File: src/rtl/camera_cfg_seq.sv
// rtl/camera_cfg_seq.sv - OV7670 settings ROM to SCCB write-request sequencer
// Define CAM_CFG_RETRY_EN to re-issue a NACKed entry up to 3 extra times before aborting.
module camera_cfg_seq #(
  parameter int unsigned DELAY_CYCLES = 240000,
  parameter logic [7:0]  SCCB_ID      = 8'h42,
  parameter int unsigned BUSY_TIMEOUT = 16
) (
  input  logic        i_Clk,
  input  logic        i_Rst,
  input  logic        i_Start,
  output logic [7:0]  o_Rom_Addr,
  input  logic [15:0] i_Rom_Data,
  output logic        o_Sccb_Start,
  output logic [7:0]  o_Sccb_Id,
  output logic [7:0]  o_Sccb_Reg,
  output logic [7:0]  o_Sccb_Val,
  input  logic        i_Sccb_Busy,
  input  logic        i_Sccb_Ack_Err,
  output logic        o_Busy,
  output logic        o_Done,
  output logic        o_Err,
  output logic [7:0]  o_Err_Addr
);

  localparam int DW = (DELAY_CYCLES > 1) ? $clog2(DELAY_CYCLES) : 1;
  localparam int TW = (BUSY_TIMEOUT > 1) ? $clog2(BUSY_TIMEOUT) : 1;

  typedef enum logic [3:0] {
    ST_IDLE,
    ST_FETCH_A,
    ST_FETCH_B,
    ST_DECODE,
    ST_ISSUE,
    ST_WAIT_HI,
    ST_WAIT_LO,
    ST_DELAY,
    ST_NEXT,
    ST_DONE,
    ST_ERR
  } state_t;

  state_t          state_q, state_d;
  logic [7:0]      addr_q, addr_d;
  logic [15:0]     word_q, word_d;
  logic [7:0]      reg_q, reg_d;
  logic [7:0]      val_q, val_d;
  logic [DW-1:0]   dly_q, dly_d;
  logic [TW-1:0]   tmo_q, tmo_d;
  logic            done_q, done_d;
  logic            err_q, err_d;
  logic [7:0]      err_addr_q, err_addr_d;
  logic            go_err;
`ifdef CAM_CFG_RETRY_EN
  logic [1:0]      retry_q, retry_d;
`endif

  always_comb begin
    state_d    = state_q;
    addr_d     = addr_q;
    word_d     = word_q;
    reg_d      = reg_q;
    val_d      = val_q;
    dly_d      = dly_q;
    tmo_d      = tmo_q;
    done_d     = done_q;
    err_d      = err_q;
    err_addr_d = err_addr_q;
    go_err     = 1'b0;
`ifdef CAM_CFG_RETRY_EN
    retry_d    = retry_q;
`endif

    case (state_q)
      ST_IDLE, ST_DONE, ST_ERR: begin
        if (i_Start) begin
          addr_d     = 8'd0;
          done_d     = 1'b0;
          err_d      = 1'b0;
          err_addr_d = 8'd0;
          state_d    = ST_FETCH_A;
        end
      end
      ST_FETCH_A: state_d = ST_FETCH_B;
      // ROM output is registered: the word for addr_q is only valid here.
      ST_FETCH_B: begin
        word_d  = i_Rom_Data;
        state_d = ST_DECODE;
      end
      ST_DECODE: begin
        if (word_q == 16'hFFFF) begin
          done_d  = 1'b1;
          state_d = ST_DONE;
        end else if (word_q == 16'hFFF0) begin
          dly_d   = DW'(DELAY_CYCLES - 1);
          state_d = ST_DELAY;
        end else begin
          reg_d   = word_q[15:8];
          val_d   = word_q[7:0];
          state_d = ST_ISSUE;
        end
      end
      ST_ISSUE: begin
        tmo_d   = '0;
        state_d = ST_WAIT_HI;
      end
      // Busy is tested before the timeout so a same-cycle rise still counts.
      ST_WAIT_HI: begin
        if (i_Sccb_Busy) begin
          state_d = ST_WAIT_LO;
        end else if (tmo_q == TW'(BUSY_TIMEOUT - 1)) begin
          go_err = 1'b1;
        end else begin
          tmo_d = tmo_q + 1'b1;
        end
      end
      ST_WAIT_LO: begin
        if (!i_Sccb_Busy) begin
          if (!i_Sccb_Ack_Err) begin
`ifdef CAM_CFG_RETRY_EN
            retry_d = 2'd0;
`endif
            state_d = ST_NEXT;
          end else begin
`ifdef CAM_CFG_RETRY_EN
            if (retry_q == 2'd3) begin
              go_err = 1'b1;
            end else begin
              retry_d = retry_q + 1'b1;
              state_d = ST_ISSUE;
            end
`else
            go_err = 1'b1;
`endif
          end
        end
      end
      ST_DELAY: begin
        if (dly_q == '0) begin
          state_d = ST_NEXT;
        end else begin
          dly_d = dly_q - 1'b1;
        end
      end
      ST_NEXT: begin
`ifdef CAM_CFG_RETRY_EN
        retry_d = 2'd0;
`endif
        if (addr_q == 8'hFF) begin
          go_err = 1'b1;
        end else begin
          addr_d  = addr_q + 8'd1;
          state_d = ST_FETCH_A;
        end
      end
      default: state_d = ST_IDLE;
    endcase

    if (go_err) begin
      err_d      = 1'b1;
      err_addr_d = addr_q;
      state_d    = ST_ERR;
    end
  end

  always_ff @(posedge i_Clk or negedge i_Rst) begin
    if (!i_Rst) begin
      state_q    <= ST_IDLE;
      addr_q     <= 8'd0;
      word_q     <= 16'd0;
      reg_q      <= 8'd0;
      val_q      <= 8'd0;
      dly_q      <= '0;
      tmo_q      <= '0;
      done_q     <= 1'b0;
      err_q      <= 1'b0;
      err_addr_q <= 8'd0;
`ifdef CAM_CFG_RETRY_EN
      retry_q    <= 2'd0;
`endif
    end else begin
      state_q    <= state_d;
      addr_q     <= addr_d;
      word_q     <= word_d;
      reg_q      <= reg_d;
      val_q      <= val_d;
      dly_q      <= dly_d;
      tmo_q      <= tmo_d;
      done_q     <= done_d;
      err_q      <= err_d;
      err_addr_q <= err_addr_d;
`ifdef CAM_CFG_RETRY_EN
      retry_q    <= retry_d;
`endif
    end
  end

  assign o_Rom_Addr   = addr_q;
  assign o_Sccb_Start = (state_q == ST_ISSUE);
  assign o_Sccb_Id    = SCCB_ID;
  assign o_Sccb_Reg   = reg_q;
  assign o_Sccb_Val   = val_q;
  assign o_Busy       = (state_q != ST_IDLE) && (state_q != ST_DONE) && (state_q != ST_ERR);
  assign o_Done       = done_q;
  assign o_Err        = err_q;
  assign o_Err_Addr   = err_addr_q;

endmodule
File: config.mk
export PLATFORM = sky130hd
export DESIGN_NAME = camera_cfg_seq
export DESIGN_NICKNAME = d
export VERILOG_FILES = /design/src/rtl/camera_cfg_seq.sv
export SDC_FILE = /design/constraint.sdc
export NUM_CORES = 1
export LEC_CHECK = 0
export CAP_MARGIN = 20
export CORE_MARGIN = 2
export CORE_UTILIZATION = 40
export DETAILED_ROUTE_END_ITERATION = 7
export PLACE_DENSITY = 0.72
export SLEW_MARGIN = 20
export SYNTH_ARGS = -nofsm -noshare
export SYNTH_HDL_FRONTEND = slang
export SYNTH_SLANG_ARGS = --single-unit
File: constraint.sdc
create_clock -name i_Clk -period 2.1 [get_ports i_Clk]
set_input_delay 0.315 -clock i_Clk [delete_from_list [all_inputs] [get_ports i_Clk]]
set_output_delay 0.315 -clock i_Clk [all_outputs]
set_load 0.005 [all_outputs]
==> results.py, run 1 <==
metrics = {
    "timing": {
        "max_clock_freq_ghz": 0.482,
        "layout_worst_path_cycle_share_pct": 98.7,
        "finClkSkew_ns": 0.0107,
        "final_hold_viol_count": 12,
        "finalWorstSetupSlack_ns": 0.0271,
        "worst_slew_margin_rel_pct": 63.8,
        "timing.final.max_slew_violations": 0,
        "count_of_endpoints_failing_setup_in_the_final_report": 0,
        "rsz0062_at_grt": "yes",
        "post-route-min-period_ns": 2.07,
        "tightest_slew_ns": 0.541,
        "hold-worst-slack_ns": -0.0238,
    },
    "cts": {
        "holdBufCountCts": 0,
        "cts_buffers": 9,
        "latest_clock_arrival_within_the_worst_skew_pair_ns": 0.35,
        "htree_levels": 3,
        "longest_clk_path_bufs": 2,
        "tritoncts": "built",
        "path_clk_slew_ns": 0.09,
        "cts.root.buffer_cell": "sky130_fd_sc_hd__clkbuf_8",
        "clock_sink_count": 76,
    },
    "pwr": {
        "p_per_area_nw_per_um2": 1280,
        "irDropWorstVdd_mv": 0.727,
        "power.internal_mw": 3.98,
        "static-leakage-power_nw": 2.18,
        "switchingPower_mw": 2.34,
        "power.total_mw": 6.33,
        "clkPwrFrac_pct": 16.5,
        "sequential_share_of_power_pct": 38.0,
        "share_comb_of_total_power_pct": 45.5,
        "power.share.switching_pct": 37.0,
    },
    "global_route": {
        "grt_busiest_layer": "met2",
        "grt_max_degree": 77,
        "groute.usage.overall_pct": 17.7,
        "use_met3_pct": 3.66,
        "antenna_found_initial": 0,
        "met2_usage_pct": 27.7,
        "grt_first_pass_wirelength_um": 14500,
        "via_count_of_the_first_global_routing_pass": 3049,
        "grt_use_met1_pct": 24.1,
        "grt-ovfl-total": 0,
    },
    "routing": {
        "drt.antenna.violating_nets": 0,
        "drt_first_iter_violations": 265,
        "vias": 3043,
        "detail_route.first_pass.iterations": 4,
        "routedWlPerCell_um": 15.0,
        "totalWireLength_um": 8590,
        "vias_per_cell": 5.31,
        "post-route-drc-count": 0,
    },
    "synth": {
        "yosys_warnings": 0,
        "ys_dominant_reg_cell": "sky130_fd_sc_hd__dfrtp_1",
        "async_flop_share_pct": 100,
        "postSynthRegisterBits": 76,
        "syn_area_per_cell_um2": 10.9,
        "netlist_instances": 349,
        "synthDistinctLibCells": 56,
        "mappedNetlistArea_um2": 3810,
        "synth-edff-count": 0,
        "synth.area.top_cells": "sky130_fd_sc_hd__dfrtp_1 50%, sky130_fd_sc_hd__mux2_2 9.5%, sky130_fd_sc_hd__nand2_1 2.5%",
        "proportion_of_synthesized_chip_area_in_sequential_cells_pct": 50.0,
        "synth.top_cell.area_share_pct": 50.0,
        "synth_area_leader_cell": "sky130_fd_sc_hd__dfrtp_1",
    },
    "cells_and_area": {
        "fin_nets": 464,
        "register_area_um2": 1910,
        "fillers": 797,
        "area_taken_by_multi_input_logic_gates_um2": 1820,
        "antennaDiodeCount": 0,
        "synthToLayoutAreaGrowth_pct": 30.1,
        "final_layout_size_suffix_gt1_share_pct": 25.2,
    },
    "worst_setup_path": {
        "crit_path_end_kind": "flop",
        "critical_path_required_ns": 2.33,
        "cp.arrival_ns": 2.31,
        "critPathKind": "reg2reg",
        "worstSetupStartpointType": "flop",
        "worst-path-max-fanout": 5,
    },
    "hold_path": {
        "hp-class": "in2async",
    },
    "placement": {
        "numPortBuffers": 56,
        "place_worst_setup_slack_ns": 0.0387,
        "place_hpwl_um": 5900,
        "globalplace.congestion": 0.886,
    },
    "floorplanning": {
        "floorplan.io_pins": 65,
        "design.die.area_um2": 10300,
        "core-area_um2": 9240,
        "start_util_pct": 41.2,
        "core.rowCount": 35,
        "die-width_um": 102,
        "chipHeight_um": 102,
    },
    "outcome": {
        "run_status": "finished with violations",
        "violations": "negative hold slack",
    },
    "run": {
        "cap_violations": 0,
    },
}
==> path summary, 6_finish.rpt <==
| check | from | end | slack [ns] | depth (start not counted) |
|---|---|---|---|---|
| max | dly_q[12] | state_q[2] | 0.03 | 5 |
| min | i_Rst | word_q[6] | -0.02 | 2 |
| max reg2reg | dly_q[12] | state_q[2] | 0.03 | 5 |
| min reg2reg | o_Err | o_Err | 0.49 | 1 |
| max in group asynchronous | i_Rst | state_q[1] | 1.76 | 2 |
| min in group i_Clk | o_Err | o_Err | 0.49 | 1 |
==> power by group through the flow <==
stage	registers (mW)	logic [mW]	clock network, mW
global route	2.49	3.18	1.12
detailed placement	2.47	2.68	0
CTS	2.39	2.83	1.06
global placement	2.45	2.62	0
finish	2.41	2.88	1.04
floorplan	2.33	1.72	0
==> cells by family after synthesis <==
logic type,after synthesis,synth area share [%]
muxes,37,10.8
other,2,0.197
buffers and inverters,29,3.91
DFF,76,50.0
AOI/OAI and AO/OA,63,11.5
and+or+nand+nor,126,19.6
adders and majority gates,4,1.31
xor gates and xnor gates,12,2.76
==> placed cells by master (no fill, tap or decap), types with 5 or more instances in the layout <==
| cell | n |
|---|---|
| sky130_fd_sc_hd__xor2_1 | 8 |
| sky130_fd_sc_hd__mux2i_1 | 5 |
| sky130_fd_sc_hd__mux2_2 | 32 |
| sky130_fd_sc_hd__nand4_1 | 14 |
| sky130_fd_sc_hd__nor3_1 | 8 |
| sky130_fd_sc_hd__inv_1 | 7 |
| sky130_fd_sc_hd__a21oi_1 | 15 |
| sky130_fd_sc_hd__clkdlybuf4s50_1 | 53 |
| sky130_fd_sc_hd__clkbuf_8 | 9 |
| sky130_fd_sc_hd__and4_1 | 7 |
| sky130_fd_sc_hd__buf_4 | 38 |
| sky130_fd_sc_hd__dfrtp_2 | 5 |
| sky130_fd_sc_hd__conb_1 | 8 |
| sky130_fd_sc_hd__nand2_1 | 25 |
| sky130_fd_sc_hd__o21ai_0 | 6 |
| sky130_fd_sc_hd__nand3_1 | 12 |
| sky130_fd_sc_hd__dfrtp_1 | 71 |
| sky130_fd_sc_hd__o31ai_1 | 5 |
| sky130_fd_sc_hd__nor2_1 | 18 |
| sky130_fd_sc_hd__a22o_1 | 9 |
| sky130_fd_sc_hd__nand2b_1 | 8 |
==> layout make-up <==
cell class	count	area share (%)
inverters	7	0.531
repair buffers	95	17.3
clock inverters	7	1.16
well taps	129	3.26
multi-input cells	250	36.7
clock buffers	9	2.50
flip-flops and latches	76	38.5
==> worst max-delay path, cell delays in order, from the launching register on <==
cell and delay, ns:
sky130_fd_sc_hd__dfrtp_1 0.39, sky130_fd_sc_hd__or4_4 0.53, sky130_fd_sc_hd__and3b_2 0.30, sky130_fd_sc_hd__a21oi_1 0.09
sky130_fd_sc_hd__or3_4 0.41, sky130_fd_sc_hd__a31o_1 0.24
==> per-layer routing <==
metal | share of wire (%) | wire length (um) | vias up
met3 | 5.5 | 472 | 15
met2 | 47 | 4040 | 82
li1 | - | - | 1465
met5 | 0 | 0 | -
met4 | 1.9 | 159 | 0
met1 | 46 | 3910 | 1481
==> timing repair <==
item	4_1_cts	5_1_grt
setup buffers	5	0
setup endpoints to repair	2	24
gates resized for setup	8	10
hold endpoints to repair	0	0
pin swaps	0	1
==> sequential cells by signal, summed over array words and instances (netlist names) <==
signal / flops
dly_q: 18
word_q: 16
o_Err_Addr: 8
o_Rom_Addr: 8
o_Sccb_Reg: 8
o_Sccb_Val: 8
state_q: 4
tmo_q: 4
o_Done: 1
o_Err: 1
==> synthesized netlist by cell type (all sizes together), types with 8 or more instances <==
master,number
a21oi,16
mux2,32
nand3,14
xor2,8
nand4,15
a22o,9
nand2b,8
nand2,25
nor3,9
dfrtp,76
nor2,19
buf,15
==> metrics by stage <==
step	setup TNS, ns	cells	instance area, um2	util, %
after floorplan	0	355	3830	-
after global placement	0	552	4690	50.8
after detailed placement	0	552	4690	50.8
after CTS	0	573	4920	53.2
after global routing	-0.108	573	4950	53.6
final	0	573	4950	53.6
(Power assumes the default switching activity.)
==> inputs of run 2 (changes only) <==
--- a/config.mk
+++ b/config.mk
@@ -9,7 +9,7 @@
 export CORE_MARGIN = 2
 export CORE_UTILIZATION = 40
 export DETAILED_ROUTE_END_ITERATION = 7
-export PLACE_DENSITY = 0.72
+export PLACE_DENSITY_LB_ADDON = 0.2
 export SLEW_MARGIN = 20
 export SYNTH_ARGS = -nofsm -noshare
 export SYNTH_HDL_FRONTEND = slang
==> run 2 against run 1 <==
The run now ends clean. Non-clock buffer count increased by 11. Register-to-register slack hardly changed. Final area rose by 2.3%. Core utilization rose by 1.2 points. Fmax about the same. Via count up 0.53%. Largest cell class unchanged. Cell count up 1.9%.
==> results.py, run 2 (same netlist as run 1, synthesis figures left out) <==
metrics = {
    "routing": {
        "post-route-drc-count": 0,
        "drt_first_iter_violations": 199,
        "vias_per_cell": 5.24,
        "totalWireLength_um": 8830,
        "routedWlPerCell_um": 15.1,
        "drt.antenna.violating_nets": 0,
        "detail_route.first_pass.iterations": 4,
        "vias": 3059,
    },
    "cts": {
        "latest_clock_arrival_within_the_worst_skew_pair_ns": 0.34,
        "cts.root.buffer_cell": "sky130_fd_sc_hd__clkbuf_8",
        "clock_sink_count": 76,
        "cts_buffers": 9,
        "longest_clk_path_bufs": 2,
        "htree_levels": 3,
        "path_clk_slew_ns": 0.08,
        "tritoncts": "built",
    },
    "pwr": {
        "power.share.switching_pct": 35.4,
        "sequential_share_of_power_pct": 36.7,
        "power.internal_mw": 4.24,
        "irDropWorstVdd_mv": 0.702,
        "switchingPower_mw": 2.32,
        "clkPwrFrac_pct": 17.4,
        "power.total_mw": 6.56,
        "static-leakage-power_nw": 2.25,
        "p_per_area_nw_per_um2": 1300,
        "share_comb_of_total_power_pct": 45.9,
    },
    "worst_setup_path": {
        "critical_path_cell_by_cell": "or3_4, nor4_4, nand4_2, or4_1, a21boi_1",
        "reg2reg_depth": 5,
        "worst-path-max-fanout": 6,
        "critical_path.max_stage_delay_ns": 0.52,
        "worstSetupStartpointType": "flop",
        "critical_path.reg2reg.startpoint": "dly_q[2]",
        "timing.reg2reg.setup_slack_ns": 0.03,
        "worst_setup_path_startpoint": "dly_q[2]",
        "timing.critical_path.slowest_stage_cell": "sky130_fd_sc_hd__or4_1",
        "crit-reg2reg-capture": "dly_q[14]",
        "crit_path_end_kind": "flop",
        "cp.arrival_ns": 2.34,
        "critical_path_required_ns": 2.37,
        "critPathKind": "reg2reg",
    },
    "timing": {
        "tightest_slew_ns": 0.567,
        "max_clock_freq_ghz": 0.483,
        "timing.final.max_slew_violations": 0,
        "hold-worst-slack_ns": 0.448,
        "final.setup.tns_ns": 0,
        "count_of_endpoints_failing_setup_in_the_final_report": 0,
        "finalWorstSetupSlack_ns": 0.0291,
        "rsz0062_at_grt": "yes",
        "layout_worst_path_cycle_share_pct": 98.6,
        "finClkSkew_ns": 0.00735,
        "worst_slew_margin_rel_pct": 61.2,
        "post-route-min-period_ns": 2.07,
        "final_hold_viol_count": 0,
    },
    "placement": {
        "globalplace.congestion": 0.850,
        "place_hpwl_um": 6250,
        "place_worst_setup_slack_ns": 0.0741,
        "numPortBuffers": 56,
    },
    "cells_and_area": {
        "fin_util_pct": 54.8,
        "synthToLayoutAreaGrowth_pct": 33.0,
        "layout_commonest_cell": "sky130_fd_sc_hd__dfrtp_1",
        "largest_reg_flops": 18,
        "largest_register": "dly_q",
        "final_layout_size_suffix_gt1_share_pct": 26.4,
        "layout.cells.most_common_list": "71 x sky130_fd_sc_hd__dfrtp_1, 53 x sky130_fd_sc_hd__clkdlybuf4s50_1, 46 x sky130_fd_sc_hd__buf_4, 32 x sky130_fd_sc_hd__mux2_2, 25 x sky130_fd_sc_hd__nand2_1",
        "antennaDiodeCount": 0,
        "fin_nets": 475,
        "fillers": 813,
        "largest_registers_in_the_final_layout": "dly_q x18, word_q x16",
    },
    "floorplanning": {
        "core-area_um2": 9240,
        "start_util_pct": 41.2,
        "floorplan.io_pins": 65,
        "chipHeight_um": 102,
        "core.rowCount": 35,
        "design.die.area_um2": 10300,
        "die-width_um": 102,
    },
    "global_route": {
        "via_count_of_the_first_global_routing_pass": 3010,
        "grt-ovfl-total": 0,
        "antenna_found_initial": 0,
        "groute.usage.overall_pct": 18.1,
        "grt_first_pass_wirelength_um": 14800,
        "grt_max_degree": 34,
    },
    "outcome": {
        "run_status": "finished, final reports clean",
    },
    "run": {
        "cap_violations": 0,
    },
    "hold_path": {
        "hp-class": "in2async",
    },
}
run 2: worst max path at each step:
stage / end / slack [ns] / cells after the start
floorplan: state_q[2] / 0.07 / 5
global placement: state_q[2] / 0.08 / 5
detailed placement: o_Rom_Addr[3] / 0.07 / 5
CTS: dly_q[14] / 0.01 / 7
global route: dly_q[14] / -0.05 / 6
finish: dly_q[14] / 0.03 / 5
run 2: power groups by stage:
stage,logic (mW),registers [mW],clock network [mW]
finish,3.01,2.41,1.14
global route,3.31,2.49,1.24
CTS,2.92,2.40,1.17
detailed placement,2.75,2.47,0
global placement,2.70,2.45,0
floorplan,1.72,2.33,0
run 2: layer usage:
metal / track usage [%] / vias to the layer above / share of wire [%]
li1: - / 1481 / -
met3: 3.80 / 11 / 3.9
met4: 5.93 / 0 / 1.2
met5: 0 / - / 0
met2: 27.2 / 59 / 46
met1: 26.1 / 1508 / 49
run 2: critical path, delay by kind of cell, from the launching register on:
family | cells | cell delay [ns]
DFF | 1 | 0.44
and+or+nand+nor | 4 | 1.44
AOI/OAI and AO/OA | 1 | 0.13
run 2: cell type report:
| class | instances | area, um2 | area share [%] |
|---|---|---|---|
| Multi-Input combinational cell | 250 | 1810 | 35.7 |
| Clock buffer | 11 | 141 | 2.79 |
| Sequential cell | 76 | 1910 | 37.7 |
| Inverter | 7 | 26.3 | 0.519 |
| Clock inverter | 5 | 60.1 | 1.19 |
| Tap cell | 129 | 161 | 3.19 |
| Timing Repair Buffer | 106 | 958 | 18.9 |
run 2: what timing repair did:
item | CTS | global route
setup endpoints to repair | 2 | 17
setup buffers | 6 | 5
gates cloned | 0 | 0
resized for setup | 10 | 11
hold endpoints to repair | 30 | 0
hold buffers | 1 | 0
pin swaps | 3 | 6
run 2: stage by stage:
stage               cell area (um2)  cells
floorplan                      3830    355
global placement               4730    557
detailed placement             4730    557
CTS                            5000    580
global route                   5060    584
finish                         5060    584
